File: config.mk
export PLATFORM = sky130hd
export DESIGN_NAME = fsr_contact_filter
export DESIGN_NICKNAME = d
export VERILOG_FILES = /design/src/rtl/fsr_contact_filter.sv
export SDC_FILE = /design/constraint.sdc
export NUM_CORES = 1
export LEC_CHECK = 0
export CELL_PAD_IN_SITES_DETAIL_PLACEMENT = 1
export CELL_PAD_IN_SITES_GLOBAL_PLACEMENT = 1
export CORE_ASPECT_RATIO = 1.4
export CORE_MARGIN = 3
export CORE_UTILIZATION = 34
export CTS_BUF_LIST = sky130_fd_sc_hd__clkbuf_8
export DETAILED_ROUTE_END_ITERATION = 16
export DONT_BUFFER_PORTS = 1
export GPL_ROUTABILITY_DRIVEN = 1
export HOLD_SLACK_MARGIN = 0.1
export PLACE_DENSITY = 0.66
export SLEW_MARGIN = 5
export SYNTH_ARGS = -nofsm -noshare
export SYNTH_HDL_FRONTEND = slang
export SYNTH_SLANG_ARGS = --single-unit
File: constraint.sdc
create_clock -name i_clk -period 7.9 [get_ports i_clk]
set_input_delay 1.58 -clock i_clk [delete_from_list [all_inputs] [get_ports i_clk]]
set_output_delay 1.58 -clock i_clk [all_outputs]
set_load 0.005 [all_outputs]
File: src/rtl/fsr_contact_filter.sv
// fsr_contact_filter: scans eight FSR channels each tick, IIR-filters them and
// debounces a hysteretic contact flag per channel.
module fsr_contact_filter #(
  parameter int          SAMPLE_DIV = 50000,
  parameter int          SHIFT      = 2,
  parameter logic [11:0] TH_ON      = 12'h3F0,
  parameter logic [11:0] TH_OFF     = 12'h3B0,
  parameter int          DEBOUNCE   = 3
) (
  input  logic        i_clk,
  input  logic        i_rst,
  input  logic [11:0] i_ch0,
  input  logic [11:0] i_ch1,
  input  logic [11:0] i_ch2,
  input  logic [11:0] i_ch3,
  input  logic [11:0] i_ch4,
  input  logic [11:0] i_ch5,
  input  logic [11:0] i_ch6,
  input  logic [11:0] i_ch7,
  input  logic [2:0]  i_filt_sel,
  output logic [11:0] o_filt_data,
  output logic [7:0]  o_contact,
  output logic        o_scan_done
);
  localparam int PW = $clog2(SAMPLE_DIV);
  typedef enum logic [1:0] {IDLE, SCAN, DONE} state_t;
  state_t              r_state, w_next;
  logic [PW-1:0]       r_pre;
  logic [2:0]          r_idx;
  logic [11:0]         r_snap [8];
  logic [11:0]         r_filt [8];
  logic [3:0]          r_cnt [8];
  logic [7:0]          r_contact;
  logic                r_done, r_primed;
  logic [11:0]         w_ch [8];
  logic                w_tick, w_qual, w_toggle;
  logic signed [12:0]  w_d, w_step, w_sum;
  logic [11:0]         w_fnew;
  logic [3:0]          w_inc;
  assign w_ch[0] = i_ch0;
  assign w_ch[1] = i_ch1;
  assign w_ch[2] = i_ch2;
  assign w_ch[3] = i_ch3;
  assign w_ch[4] = i_ch4;
  assign w_ch[5] = i_ch5;
  assign w_ch[6] = i_ch6;
  assign w_ch[7] = i_ch7;
  assign w_tick   = r_pre == PW'(SAMPLE_DIV - 1);
  assign w_d      = {1'b0, r_snap[r_idx]} - {1'b0, r_filt[r_idx]};
  assign w_step   = w_d >>> SHIFT;
  assign w_sum    = $signed({1'b0, r_filt[r_idx]}) + w_step;
  // the sum always lands in 0..4095; the sign check only keeps the read total
  assign w_fnew   = !r_primed ? r_snap[r_idx] : w_sum[12] ? 12'h000 : w_sum[11:0];
  assign w_qual   = r_contact[r_idx] ? w_fnew <= TH_OFF : w_fnew >= TH_ON;
  assign w_inc    = r_cnt[r_idx] + 4'd1;
  assign w_toggle = w_qual && w_inc == 4'(DEBOUNCE);
  assign o_filt_data = r_filt[i_filt_sel];
  assign o_contact   = r_contact;
  assign o_scan_done = r_done;
  always_comb begin
    w_next = IDLE;
    w_next = r_state == IDLE ? (w_tick ? SCAN : IDLE) :
             r_state == SCAN ? (r_idx == 3'd7 ? DONE : SCAN) : IDLE;
  end
  always_ff @(posedge i_clk) begin
    if (i_rst) r_state <= IDLE;
    else       r_state <= w_next;
  end
  always_ff @(posedge i_clk) begin
    if (i_rst) begin
      r_pre     <= '0;
      r_idx     <= '0;
      r_contact <= '0;
      r_done    <= 1'b0;
      r_primed  <= 1'b0;
      for (int i = 0; i < 8; i++) begin
        r_snap[i] <= '0;
        r_filt[i] <= '0;
        r_cnt[i]  <= '0;
      end
    end else begin
      r_pre  <= w_tick ? '0 : r_pre + 1'b1;
      r_done <= r_state == SCAN && r_idx == 3'd7;
      if (r_state == IDLE && w_tick) begin
        r_snap <= w_ch;
        r_idx  <= '0;
      end
      if (r_state == SCAN) begin
        r_idx         <= r_idx + 3'd1;
        r_filt[r_idx] <= w_fnew;
        r_cnt[r_idx]  <= w_qual && !w_toggle ? w_inc : 4'd0;
        if (w_toggle) r_contact[r_idx] <= ~r_contact[r_idx];
        if (r_idx == 3'd7) r_primed <= 1'b1;
      end
    end
  end
endmodule

==> results.md <==
* Post-Syn Area at 13400 um^2
* CTS max path bufs at 3
* Syn nets at 1430
* Detailed-router iteration count before antenna repair at 5
* Hold Crit Start: r_pre[0]
* Antenna-violating nets left at 0
* Slew headroom at 0.162
* Most used DFF post-synth: dfxtp_1
* Post-CTS Setup Inserts at 0
* Most frequent cells in the layout: nand2_1 (250), nor2_1 (148), a21oi_1 (133)
* Share of cells above drive strength 1 at 0.148
* Post-DP HPWL at 28.3 mm
* Largest net degree at the start of global routing at 122
* Row count at 85
* Global route overflow at 0
* Post-CTS Hold Buffers at 0
* Critical Path End Type: register
* IO Count at 122
* Asr flop ratio synth at 0
* Commonest non-fill, non-tap cell in the layout: nand2_1
* Critical Path Fanout Max at 26
* EDFF count, synth at 128
* Synth Warn # at 0
* Vias at 9894
* Vias in the first global route at 10600
* Final Util at 0.380
* Final GP Congestion at 0.841
* Period Utilization, post-route at 0.898
* Final #Nets at 1404
* Drt wl/cell at 22.2 um
* Core area at 38700 um^2
* RR Endpoint: r_cnt[7][1]
* Slew at the pin closest to its max-slew limit at 1.26 ns
* Reg-to-reg setup timing slack at 0.81 ns
* Power Total at 2760 uW
* Sequential share of the synthesized area at 0.479
* Clock transition at the registers of the reported paths at 0.07 ns
* Fmax at 0.141 GHz
* Synth Area in Adders at 0.0285
* Residual DRC at 0
* Final Critical Period at 7.09 ns
* Hold Path Sink: r_pre[0]
* Max cap viols at 0
* Worst setup path class: reg -> reg
* Die width at 174 um
* Fillers at 4389
* Chip height at 241 um
* Worst path required time at 8.23 ns
* Worst Hold Class: reg -> reg
* Final worst clock skew at 0.0320 ns
* Pleak at 0.00485 uW
* Clock latency on the worst-skew pair at 0.58 ns
* Netlist cell types at 71
* Simple-Gate Fraction of Synth Area at 0.156
* Startpoint Class: register
* Via density at 5.42
* Total Wirelength at 40.5 mm
* Flop and latch count out of synthesis at 258
* IO buf count at 0
* Die ar. at 42000 um^2
* Sum Neg Setup Slack at 0 ns
* Hold Path Depth at 1
* Cells after Synth at 1299
* Status: completed
* CTS resizes at 0
* Final Hold Vio Count at 0
* CTS buffer count at 42
* H-tree depth at 2
* R2R cell count at 24
* Crit Reg-Reg Startpoint: r_idx[0]
* Final slew viol count at 0
* # clock sinks at 258
* Multiplexer share of the synthesized area at 0.157
* Largest family of logic cells by synthesized area: multiplexers
* Syn_area_per_cell at 10.4 um^2
* Arr. time, crit path at 7.43 ns
* RSZ-0062 raised after global routing: no
* CTS Root Cell: clkbuf_8
* Pwr dens at 188 nW/um^2
* Peak supply drop at 0.0835 mV
* Layout area overhead at 9.32%
* Synth Area in Compound Gates at 0.121
* First-pass GRT wire length at 62.0 mm
* Initial antenna violation count at 1
* GR Util All Layers at 0.191
* Final setup violating endpoints at 0
* TritonCTS clock tree: yes
* Initial Util at 0.347
* Xor/xnor share of the synthesized area at 0.0176
* 1st-iter DRT viols at 648
[worst max path at each step]
stage	slack [ns]	start	endpoint
2_1_floorplan	1.74	register	r_cnt[0][0]
3_3_place_gp	0.98	r_idx[1]	r_cnt[7][1]
3_5_place_dp	0.84	r_idx[0]	r_cnt[7][1]
4_1_cts	0.76	r_idx[0]	r_cnt[7][0]
5_1_grt	0.01	r_idx[0]	r_cnt[7][1]
6_report	0.81	r_idx[0]	r_cnt[7][1]
[cell type report]
type                            count  area [um^2]  area share
Antenna cell                        1         2.50    0.000170
Clock inverter                     22          148      0.0100
Inverter                           38          143     0.00970
Multi-Input combinational cell    915         6480       0.441
Sequential cell                   258         6450       0.439
Timing Repair Buffer               18          135     0.00919
Clock buffer                       50          688      0.0468
Tap cell                          522          653      0.0444
[logic make-up after synthesis]
kind of cell,after synthesis
xor+xnor,27
buf+inv,126
simple gates,496
flops,258
fa+ha+maj,30
mux,120
compound gates,242
[sequential cells by signal (all words and copies together), names as in the netlist, named ones only]
signal	flops
o_contact	8
o_scan_done	1
r_cnt	32
r_filt	96
r_idx	3
r_pre	16
r_primed	1
r_snap	96
r_state	2
[power by group]
part / internal [uW] / total (uW) / switching (uW)
Clock: 639 / 1190 / 546
Combinational: 59.6 / 140 / 80.8
Sequential: 1430 / 1440 / 10.6
Total: 2120 / 2760 / 638
[through the flow]
step | cell area (um^2) | hold WS, ns | std cells | worst slack, ns
2_1_floorplan | 13400 | 0.413 | 1299 | 1.74
3_3_place_gp | 13900 | 0.425 | 1751 | 0.984
3_5_place_dp | 13900 | 0.438 | 1751 | 0.840
4_1_cts | 14700 | 0.446 | 1823 | 0.764
5_1_grt | 14700 | 0.470 | 1824 | 0.0110
6_report | 14700 | 0.444 | 1824 | 0.808
[synthesized netlist by cell type (all sizes together), types with 3 or more instances]
cell | n | area (um^2)
xor2 | 12 | 105
nor4 | 6 | 37.5
ha | 29 | 363
a221oi | 10 | 93.8
nor3 | 17 | 85.1
buf | 30 | 173
nand2 | 250 | 938
a211oi | 7 | 52.6
o2111ai | 7 | 61.3
a2111oi | 16 | 211
and3b | 4 | 35.0
and3 | 9 | 56.3
and2 | 9 | 56.3
o211ai | 6 | 45.0
or2 | 4 | 25.0
inv | 37 | 139
mux2i | 31 | 310
or3 | 3 | 23.8
nand4 | 3 | 18.8
clkbuf | 58 | 218
dfxtp | 130 | 2600
nor2 | 149 | 562
edfxtp | 128 | 3840
a21oi | 134 | 674
o21ai | 8 | 43.8
o21bai | 4 | 30.0
a21boi | 3 | 26.3
o21a | 8 | 60.1
mux2 | 18 | 203
nand2b | 15 | 93.8
a21o | 10 | 75.1
nor2b | 5 | 31.3
mux4 | 71 | 1600
a22oi | 12 | 90.1
nor3b | 3 | 27.5
nand3 | 14 | 70.1
xnor2 | 15 | 131
and4 | 3 | 26.3
[layer usage]
layer | global-route usage | up-vias | part of all wire | wire length (um)
met5 | 0 | - | 0 | 0
met4 | 0.0698 | 0 | 0.034 | 1370
met3 | 0.0317 | 78 | 0.049 | 1970
met2 | 0.354 | 250 | 0.52 | 21000
met1 | 0.224 | 4932 | 0.40 | 16100
li1 | - | 4634 | - | -
[critical path, cell delays in order, from the launching register on]
cell,delay [ns]
dfxtp_2,0.74
mux2i_1,0.35
a211oi_1,0.12
a311oi_1,0.32
inv_1,0.11
ha_1,0.37
a21o_1,0.17
a21oi_1,0.28
o22ai_4,0.16
o211ai_1,0.25
a21o_1,0.16
nand2b_1,0.09
a21oi_1,0.20
xnor2_1,0.14
ha_1,0.30
a211oi_1,0.27
nand2_1,0.07
nor3_1,0.28
o31a_1,0.20
nand2_1,0.10
o21ai_2,0.57
o2111a_1,0.53
o21ai_2,0.29
buf_4,0.34
a2111oi_0,0.41
Note: power is estimated with default switching activity, not from simulation.
